<file path="src/rtl/mem_arbiter.sv">
`default_nettype none
// +----------------------------------------------------------------------------+
// | Module      : mem_arbiter                                                  |
// | Description : Two-client (dcache / icache) arbiter in front of a single    |
// |               block memory. One transaction at a time through an          |
// |               IDLE -> REQ -> WAIT -> RESP sequence; the granted request is |
// |               latched so memory only ever sees stable values.              |
// | Option      : MEM_ARB_ROUND_ROBIN_EN - simultaneous requests alternate     |
// |               between the clients (pointer favours dcache after reset).    |
// |               Undefined: dcache always wins a simultaneous request.        |
// | Ports       : clk, reset (sync, active-high)                               |
// |               d_read/d_write/d_address/d_writedata -> d_readdata,          |
// |                 d_busywait                      (dcache side)              |
// |               i_read/i_address -> i_readdata, i_busywait (icache side)     |
// |               mem_read/mem_write/mem_address/mem_writedata,                |
// |                 mem_readdata/mem_busywait       (memory side)              |
// | Revision    : 1.0 - initial release                                        |
// +----------------------------------------------------------------------------+
module mem_arbiter #(
  parameter int ADDR_W = 6,
  parameter int DATA_W = 32
) (
  input  logic              clk,
  input  logic              reset,
  input  logic              d_read,
  input  logic              d_write,
  input  logic [ADDR_W-1:0] d_address,
  input  logic [DATA_W-1:0] d_writedata,
  output logic [DATA_W-1:0] d_readdata,
  output logic              d_busywait,
  input  logic              i_read,
  input  logic [ADDR_W-1:0] i_address,
  output logic [DATA_W-1:0] i_readdata,
  output logic              i_busywait,
  output logic              mem_read,
  output logic              mem_write,
  output logic [ADDR_W-1:0] mem_address,
  output logic [DATA_W-1:0] mem_writedata,
  input  logic [DATA_W-1:0] mem_readdata,
  input  logic              mem_busywait
);

  typedef enum logic [1:0] {
    IDLE = 2'd0,
    REQ  = 2'd1,
    WAIT = 2'd2,
    RESP = 2'd3
  } state_t;

  localparam logic OWN_D = 1'b0;
  localparam logic OWN_I = 1'b1;

  state_t              state_q, state_d;
  logic                owner_q, owner_d;
  logic                wr_q, wr_d;
  logic [ADDR_W-1:0]   addr_q, addr_d;
  logic [DATA_W-1:0]   wdata_q, wdata_d;
  logic [DATA_W-1:0]   d_rdata_q, d_rdata_d;
  logic [DATA_W-1:0]   i_rdata_q, i_rdata_d;

  logic d_req;
  logic grant_i;
  logic mem_active;

  assign d_req = d_read | d_write;

`ifdef MEM_ARB_ROUND_ROBIN_EN
  // rr_q names the client that wins the next simultaneous request.
  logic rr_q;

  assign grant_i = i_read & (~d_req | (rr_q == OWN_I));

  always_ff @(posedge clk) begin
    if (reset) begin
      rr_q <= OWN_D;
    end else if ((state_q == IDLE) && (d_req | i_read)) begin
      rr_q <= grant_i ? OWN_D : OWN_I;
    end
  end
`else
  assign grant_i = i_read & ~d_req;
`endif

  always_ff @(posedge clk) begin
    if (reset) begin
      state_q   <= IDLE;
      owner_q   <= OWN_D;
      wr_q      <= 1'b0;
      addr_q    <= '0;
      wdata_q   <= '0;
      d_rdata_q <= '0;
      i_rdata_q <= '0;
    end else begin
      state_q   <= state_d;
      owner_q   <= owner_d;
      wr_q      <= wr_d;
      addr_q    <= addr_d;
      wdata_q   <= wdata_d;
      d_rdata_q <= d_rdata_d;
      i_rdata_q <= i_rdata_d;
    end
  end

  always_comb begin
    state_d   = state_q;
    owner_d   = owner_q;
    wr_d      = wr_q;
    addr_d    = addr_q;
    wdata_d   = wdata_q;
    d_rdata_d = d_rdata_q;
    i_rdata_d = i_rdata_q;

    case (state_q)
      IDLE: begin
        if (d_req | i_read) begin
          state_d = REQ;
          if (grant_i) begin
            owner_d = OWN_I;
            wr_d    = 1'b0;
            addr_d  = i_address;
            wdata_d = '0;
          end else begin
            // read+write together is a write
            owner_d = OWN_D;
            wr_d    = d_write;
            addr_d  = d_address;
            wdata_d = d_writedata;
          end
        end
      end
      REQ: begin
        // memory must acknowledge by raising busywait before we wait for it
        if (mem_busywait) begin
          state_d = WAIT;
        end
      end
      WAIT: begin
        if (!mem_busywait) begin
          state_d = RESP;
          if (!wr_q) begin
            if (owner_q == OWN_I) begin
              i_rdata_d = mem_readdata;
            end else begin
              d_rdata_d = mem_readdata;
            end
          end
        end
      end
      RESP: begin
        state_d = IDLE;
      end
      default: begin
        state_d = IDLE;
      end
    endcase
  end

  assign mem_active    = (state_q == REQ) || (state_q == WAIT);
  assign mem_read      = mem_active & ~wr_q;
  assign mem_write     = mem_active &  wr_q;
  assign mem_address   = mem_active ? addr_q  : '0;
  assign mem_writedata = mem_active ? wdata_q : '0;

  // A client is released only during the RESP cycle of its own transaction.
  assign d_busywait = d_req  & ~((state_q == RESP) && (owner_q == OWN_D));
  assign i_busywait = i_read & ~((state_q == RESP) && (owner_q == OWN_I));

  assign d_readdata = d_rdata_q;
  assign i_readdata = i_rdata_q;

endmodule
`default_nettype wire

</file>
<file path="config.mk">
export PLATFORM = sky130hd
export DESIGN_NAME = mem_arbiter
export DESIGN_NICKNAME = d
export VERILOG_FILES = /design/src/rtl/mem_arbiter.sv
export SDC_FILE = /design/constraint.sdc
export NUM_CORES = 1
export LEC_CHECK = 0
export ABC_AREA = 1
export BUFFER_PORTS_ARGS = -buffer_cell sky130_fd_sc_hd__buf_2
export CORE_MARGIN = 2
export CORE_UTILIZATION = 47
export DETAILED_ROUTE_END_ITERATION = 8
export GPL_TIMING_DRIVEN = 0
export PLACE_DENSITY = 0.79
export SYNTH_ARGS = -nofsm -noshare
export SYNTH_HDL_FRONTEND = slang
export SYNTH_SLANG_ARGS = --single-unit
</file>
<file path="constraint.sdc">
create_clock -name clk -period 1.63 [get_ports clk]
set_clock_uncertainty 0.15 [all_clocks]
set_input_delay 0.0815 -clock clk [delete_from_list [all_inputs] [get_ports clk]]
set_output_delay 0.0815 -clock clk [all_outputs]
set_load 0.03 [all_outputs]
</file>
## After elaboration in Yosys (flattened, before gate mapping)

Index checks and enable logic that the tools add are counted.

- Equality and inequality tests: 6
- Reduce and logical (&&, ||, !) cells: 8
- Bitwise operators: 13
- Mux-type cells: 10

Operators with widths:

| cell | number |
|---|---|
| 32-bit 2-to-1 mux | 2 |
| 6-bit 2-to-1 mux | 2 |
| 2-bit one-hot mux with 4 select lines | 1 |
| 4-bit AND reduction | 2 |
| 2-bit 2-to-1 mux | 3 |
| 2-bit inequality test, second input constant | 3 |
| 1-bit NOT | 6 |
| 1-bit AND | 5 |
| 2-bit == test, second input constant | 2 |
| 3-bit AND reduction | 1 |
| 2-bit by 1-bit == test with 1-bit output, second input constant | 1 |
| 1-bit logical AND | 2 |
| 2-bit logical NOT | 1 |
| 1-bit 2-to-1 mux | 2 |
| 1-bit bitwise OR | 2 |
| 2-bit AND reduction | 1 |
| 1-bit logical OR | 1 |

- Output and inout port bits: 106
- Input port bits: 82
- Register bits: 106
- Word-level logic and storage cells: 44

## Depth between registers and ports, before layout

Gate-level depths: netlist (run 1).

- Depth in word-level cells: 4
- Depth in mapped cells: 9
- Mapped depth without buffers: 8

## Least setup slack after synthesis (run 1)

OpenSTA, ideal clock, no wires.

- Path type: flip-flop to output port
- Start: register state_q[1]
- End: output port mem_address[4]
- Data required time: 1.398 ns
- Path buffers: 2
- Data arrival time: 1.444 ns
- Path slack: -0.046 ns
- Cell stages (with the launch flop): 7
- Cells stage by stage: dfxtp_1 > inv_1 > ha_1 > buf_2 > buf_1 > nand2_1 > inv_1

- Cells in the longest elaborated chain, start to end: 3
- Elaborated cells on any way between the ends: 4
- Those cells by class: eq/ne (2); mux (1); reduce/logical (1)

RTL lines:

| what | RTL line | source |
|---|---|---|
| from (decl) | 53 | `state_t state_q, state_d;` |
| from (signal assigned) | 94 | `state_q <= state_d;` |
| 2-bit by 1-bit == test with 1-bit output / 2-bit == test (equally long branches) | 158 | `assign mem_active = (state_q == REQ) \|\| (state_q == WAIT);` |
| 1-bit logical OR (*) | 158 |  |
| 6-bit 2-to-1 mux (*) | 161 | `assign mem_address = mem_active ? addr_q : '0;` |
| to (decl) | 37 | `output logic [ADDR_W-1:0] mem_address,` |

Every way passes the cells marked *; elsewhere a longest branch is shown, timed or not.

## Worst setup path in the final report (run 1)

- Start: register state_q[0]
- End: output port mem_writedata[25]

- Cells in the longest elaborated chain, start to end: 3
- Elaborated cells on any way between the ends: 4
- Those cells by class: eq/ne (2); mux (1); reduce/logical (1)

RTL lines:

| what | RTL line | source |
|---|---|---|
| 2-bit by 1-bit == test with 1-bit output / 2-bit == test (equally long branches) | 158 |  |
| 1-bit logical OR (*) | 158 |  |
| 32-bit 2-to-1 mux (*) | 162 | `assign mem_writedata = mem_active ? wdata_q : '0;` |
| to (decl) | 38 | `output logic [DATA_W-1:0] mem_writedata,` |

Marked as above.

==> results of run 1 <==
-- cells in the final DEF (no fill, tap or decap), types with 25 or more instances in the layout --
cell           count
a21oi_1           54
buf_2            154
buf_6             46
dfxtp_1          104
dlygate4sd3_1     79
inv_1             34
inv_2             25
nand2_1          140
nand3_1           32
nor2_1            83
-- through the flow --
stage / hold slack, ns / total power [mW]
2_1_floorplan: 0.0787 / 5.98
3_3_place_gp: 0.190 / 6.91
3_5_place_dp: 0.195 / 7.01
4_1_cts: 0.0154 / 10.1
5_1_grt: 0.0446 / 11.3
6_report: 0.0481 / 10.7
-- report_power, final --
group | switching, mW | leakage (nW) | internal [mW]
clock | 0.938 | 0.113 | 0.794
sequential | 0.281 | 0.863 | 2.98
combinational | 3.29 | 2.66 | 2.40
-- worst register-to-register path: stages, from the launching register on --
cell,delay [ns]
dfxtp_2,0.35
inv_2,0.08
buf_4,0.13
ha_4,0.14
inv_4,0.05
nor2_4,0.09
nand3_4,0.23
clkbuf_16,0.26
o21ai_1,0.14
nor2_1,0.05
-- how the worst min path moves through the flow --
stage,startpoint,end,slack (ns),cells after the start
2_1_floorplan,d_writedata[0],wdata_q[0],0.08,2
3_3_place_gp,d_writedata[12],wdata_q[12],0.19,3
3_5_place_dp,d_writedata[12],wdata_q[12],0.19,3
4_1_cts,d_read,state_q[1],0.02,5
5_1_grt,reset,wdata_q[3],0.04,3
6_report,reset,wdata_q[3],0.05,3
-- state kept, by name (all words and copies together), names as in the netlist --
signal,cells
d_readdata,32
i_readdata,32
wdata_q,32
addr_q,6
state_q,2
owner_q,1
wr_q,1
-- repair_timing --
| action | 4_1_cts | 5_1_grt |
|---|---|---|
| endpoints found under the hold margin | 104 | 0 |
| endpoints found under the setup margin | 108 | 112 |
| setup buffers | 5 | 9 |
| cloned | 5 | 6 |
| resized for setup | 147 | 109 |
| pin swaps | 8 | 31 |
| hold buffers | 79 | 0 |
-- cells by family after synthesis --
logic type                 synth area share (%)
adders and majority gates                  1.14
buffers and inverters                      9.81
DFF                                        48.5
and+or+nand+nor                            27.9
AOI/OAI and AO/OA                          12.6
-- routing by layer --
layer	vias to the layer above	track usage, %	wire length [microns]
met5	-	0	0
met4	0	16.5	716
met3	68	5.69	852
met2	250	53.1	8450
met1	2414	29.8	5750
li1	2496	-	-
-- final cells by class --
cell class | instances | area share [%]
Multi-Input combinational cell | 404 | 27.8
Inverter | 61 | 3.25
Timing Repair Buffer | 290 | 30.5
Tap cell | 111 | 1.89
Antenna cell | 1 | 0.0341
Clock inverter | 6 | 1.11
Sequential cell | 106 | 28.9
Clock buffer | 10 | 1.87
Buffer | 38 | 4.58
==> out/results.ini, run 1 <==
[die]
fp.coreArea_sq_um=9150
die_area_sq_um=10100
initial_core_util_pct=47.8
die_h_microns=100
rows=35
io_pins=188
die_w_microns=100

[final_layout]
multi_input_area_sq_um=2050
nFillCells=553
nets=996
area_delta_synth_final_pct=68.0
layout-drive-gt1-share_pct=38.8
seq_area_sq_um=2120
fin_util_pct=80.3
stdcell_area_sq_um=7350
fin_cells=1027

[drt]
drt_iter0_markers=179
vias=5228
drt_first_pass_iters=5
viasPerCell=5.09
wl_per_cell_microns=15.4
drc=0
ant_nets=0
drt-total-wl_mm=15.8

[synthesis]
synth.top_cell.area_share_pct=48.5
synth_commonest_cells=nand2_1 (158), dfxtp_1 (106), nor2_1 (85)
yosys_warnings=0
avgSynthCellArea_sq_um=7.18
ys_seq_area_share_pct=48.5
synth.most_common_cell=nand2_1
synth_top_flop_cell=dfxtp_1
yosysTopAreaCell=dfxtp_1
synth_area_sq_um=4370
ys_ff_latch=106
synthCells=609
ys_top_cells_by_area=dfxtp_1 (49%), nand2_1 (14%), nor2_1 (7.3%)
async_flop_share_pct=0
synth_edf_count=0
synth_cell_types=23
synth_fp_nets=695

[critical_path]
r2r_end=i_readdata[17]
critical_path_class=reg2out
slowest_stage=dfxtp_2
startpoint_type=flop
critical_path.endpoint=mem_writedata[25]
timing.rr.start=state_q[0]
r2r_cells=9
arrival_ns=1.59
reg2reg_slack_ns=-0.14
path_max_fanout=6
critPathBufInv=5
cp_num_cells=7
crit_chain=inv_2 -> ha_4 -> buf_8 -> buf_6 -> nand2_2 -> inv_2 -> buf_6
cp.required_ns=1.40
critPathCaptureType=primary output
critPathLaunch=state_q[0]
cp_top_family=buffers and inverters
critPathMaxStageDelay_ns=0.36

[clock_tree]
cts_buffers=9
htreeDepth=3
cts_tree=built
clockBufferDepth=2
clock_latency_ns=0.35
path_clk_slew_ns=0.11
clock_sinks=106
root_buffer=clkbuf_8

[global_routing]
grt_usage_pct=28.6
gr-total-overflow=0
grt_pass1_wl_mm=22.9
grt_pass1_vias=5065
antenna_found_initial=0
grt_max_degree=20

[place]
placed_area_sq_um=5450
port_buffers=187
hpwl_mm=8.78
place_ws_ns=-0.196
dp_cells=907
gp_congestion=0.886

[sta]
maxSlewHeadroom_pct=57.3
setup_violations=85
period_share_pct=112
fin_ws_ns=-0.192
final_max_slew_viol_count=0
clock.fmax_ghz=0.549
period_minus_slack_ns=1.82
rsz0062_at_grt=yes
worstMarginPinSlew_ns=0.640
tns_ns=-8.86
hold_violations=0

[outcome]
failed_checks=setup timing
outcome=finished, violations left

[power_and_ir_drop]
power_density_nw_per_um2=1460
power.leakage_nw=3.64
vdd_ir_drop_max_v=0.00109

[min_path]
hold_path_class=in2reg

[run]
drv_cap=0

No activity file was read; power rests on OpenSTA's default activity.
==> inputs of run 2 (changes only) <==
- CELL_PAD_IN_SITES_DETAIL_PLACEMENT: default -> 0
- CELL_PAD_IN_SITES_GLOBAL_PLACEMENT: default -> 1
- CORE_UTILIZATION: 47 -> 32
- PLACE_DENSITY: 0.79 -> default
- PLACE_DENSITY_LB_ADDON: default -> 0.1
==> run 2 against run 1 <==
  * The run still ends with setup timing left
  * Die area grew 45%
  * Critical path depth is the same
  * Highest routed layer unchanged
  * Final cell count grew 5.5%
  * Utilization shrank 25 points
  * Via count shrank 9.0%
==> out/results.ini, run 2 (same netlist as run 1, synthesis figures left out) <==
[critical_path]
startpoint_type=flop
crit_chain=inv_2 -> ha_4 -> buf_8 -> clkbuf_16 -> nand2_4 -> inv_2 -> buf_6
cp.required_ns=1.40  ; about the same
arrival_ns=1.54  ; -0.05 ns
critPathBufInv=5  ; unchanged
critPathMaxStageDelay_ns=0.33  ; -0.03 ns
r2r_cells=8  ; -1
cp_num_cells=7  ; unchanged
critical_path_class=reg2out
crit_top_cell=inv_2
slowest_stage=dfxtp_2
path_max_fanout=6  ; unchanged
cp_top_family=buffers and inverters
critPathCaptureType=primary output

[sta]
final_max_slew_viol_count=0  ; unchanged
period_minus_slack_ns=1.78  ; -0.0463 ns
hold_violations=0  ; unchanged
fin_ws_ns=-0.146  ; +0.0463 ns
setup_violations=65  ; -24%
maxSlewHeadroom_pct=67.0  ; +9.7 points
worstMarginPinSlew_ns=0.495  ; -0.145 ns
clock.fmax_ghz=0.563  ; +2.6%
whs_ns=0.0751  ; +0.0270 ns
rsz0062_at_grt=yes
period_share_pct=109  ; -2.8 points

[die]
io_pins=188  ; unchanged
die_h_microns=121  ; +20%
rows=42  ; +20%
fp.coreArea_sq_um=13300  ; +45%
die_w_microns=121  ; +20%
die_area_sq_um=14600  ; +45%
initial_core_util_pct=32.9  ; -15 points

[final_layout]
final_cell_mix=buf_2 (153), nand2_1 (134), dfxtp_1 (103), nor2_1 (83), dlygate4sd3_1 (79)
area_delta_synth_final_pct=68.2
antenna_cells_inserted=0  ; -1
final_common_cell=buf_2
nets=989  ; -0.70%
fin_cells=1083  ; +5.5%
layout-drive-gt1-share_pct=38.0  ; -0.76 points

[power_and_ir_drop]
vdd_ir_drop_max_v=0.000661  ; -39%
power.leakage_nw=3.57  ; -1.8%
p_sw_share_pct=39.7  ; -2.5 points
clkPwrFrac_pct=20.5  ; +4.3 points
netSwitchingPower_mw=4.42  ; -2.0%
power_density_nw_per_um2=1510  ; +4.0%
intPower_mw=6.72  ; +8.7%
pwr-share-comb_pct=50.3  ; -3.0 points
seq_power_share_pct=29.3  ; -1.2 points

[drt]
drt_iter0_markers=188  ; +5.0%
ant_nets=0  ; unchanged
viasPerCell=4.39  ; -14%
vias=4755  ; -9.0%
drt-total-wl_mm=14.3  ; -9.6%
drt_first_pass_iters=6  ; +1
wl_per_cell_microns=13.2  ; -14%
drc=0  ; unchanged

[global_routing]
grt_usage_pct=19.2  ; -9.5 points
grtUsageMet3_pct=3.48  ; -2.2 points
gr-usage-met1_pct=24.7  ; -5.1 points
grt.busiest_layer=met2
use_met2_pct=32.1  ; -21 points
grt_pass1_vias=4646  ; -8.3%
grt_max_degree=17  ; -15%
gr-total-overflow=0  ; unchanged
grt_pass1_wl_mm=22.2  ; -3.3%
antenna_found_initial=0  ; unchanged

[clock_tree]
htreeDepth=3  ; unchanged
clock_sinks=106  ; unchanged
clockBufferDepth=2  ; unchanged
root_buffer=clkbuf_16
path_clk_slew_ns=0.07  ; -0.04 ns
clock_latency_ns=0.34  ; about the same
cts_buffers=9  ; unchanged
cts_tree=built

[run]
drv_cap=0  ; unchanged

[min_path]
hold_path_class=in2reg
min_path_cells=3  ; unchanged

[place]
hpwl_mm=9.74  ; +11%
dp_cells=972  ; +7.2%
port_buffers=187  ; unchanged
gp_congestion=0.763  ; -14%

[outcome]
failed_checks=setup timing
outcome=finished, violations left

## run 2: per-stage QoR
step	power [mW]	cell area, sq um	setup TNS [ns]	utilization (%)	worst slack [ns]
2_1_floorplan	5.98	4370	0	-	0.0621
3_3_place_gp	7.06	5530	-10.72	41.6	-0.196
3_5_place_dp	7.11	5530	-15.74	41.6	-0.222
4_1_cts	10.9	7210	-5.12	54.2	-0.163
5_1_grt	11.8	7360	-10.99	55.3	-0.218
6_report	11.1	7360	-4.63	55.3	-0.146
## run 2: worst reg2reg max path, stage by stage (launching register included)
cell	delay, ns
dfxtp_2	0.33
buf_4	0.13
ha_1	0.19
inv_2	0.08
nor2_4	0.14
nand3_4	0.18
buf_8	0.19
o21ai_1	0.15
nor2_1	0.05
## run 2: area by class of cell
type / instances / area [sq um]
fillers: 1326 / 5940
well taps: 176 / 220
inverters: 61 / 234
repair buffers: 282 / 2120
flip-flops and latches: 106 / 2130
multi-input cells: 405 / 2020
plain buffers: 38 / 332
clock inverters: 5 / 80.1
clock buffers: 10 / 229
## run 2: worst paths after layout
check,from,end,slack (ns)
setup / recovery,state_q[0],mem_writedata[22],-0.15
setup reg to reg,state_q[1],i_readdata[12],-0.07
hold reg to reg,d_readdata[31],d_readdata[31],0.31
hold / removal,reset,wdata_q[1],0.08
## run 2: power by group through the flow
stage | combinational (mW) | clock (mW) | sequential, mW
CTS | 5.32 | 2.35 | 3.24
floorplan | 2.55 | 0 | 3.42
finish | 5.60 | 2.28 | 3.26
global route | 6.09 | 2.42 | 3.30
global placement | 3.82 | 0 | 3.24
detailed placement | 3.85 | 0 | 3.26
## run 2: per-layer routing
metal  vias to the layer above  routed length (microns)
li1                       2480                        -
met1                      2145                     6540
met2                       117                     6810
met3                        13                      697
met4                         0                      208
met5                         -                        0
## run 2: repair_timing
action	CTS	global route
resized for setup	162	65
buffers inserted	5	7
cloned	6	1
setup endpoints to repair	136	129
hold buffers	79	0
pin swaps	9	11
endpoints found under the hold margin	104	0
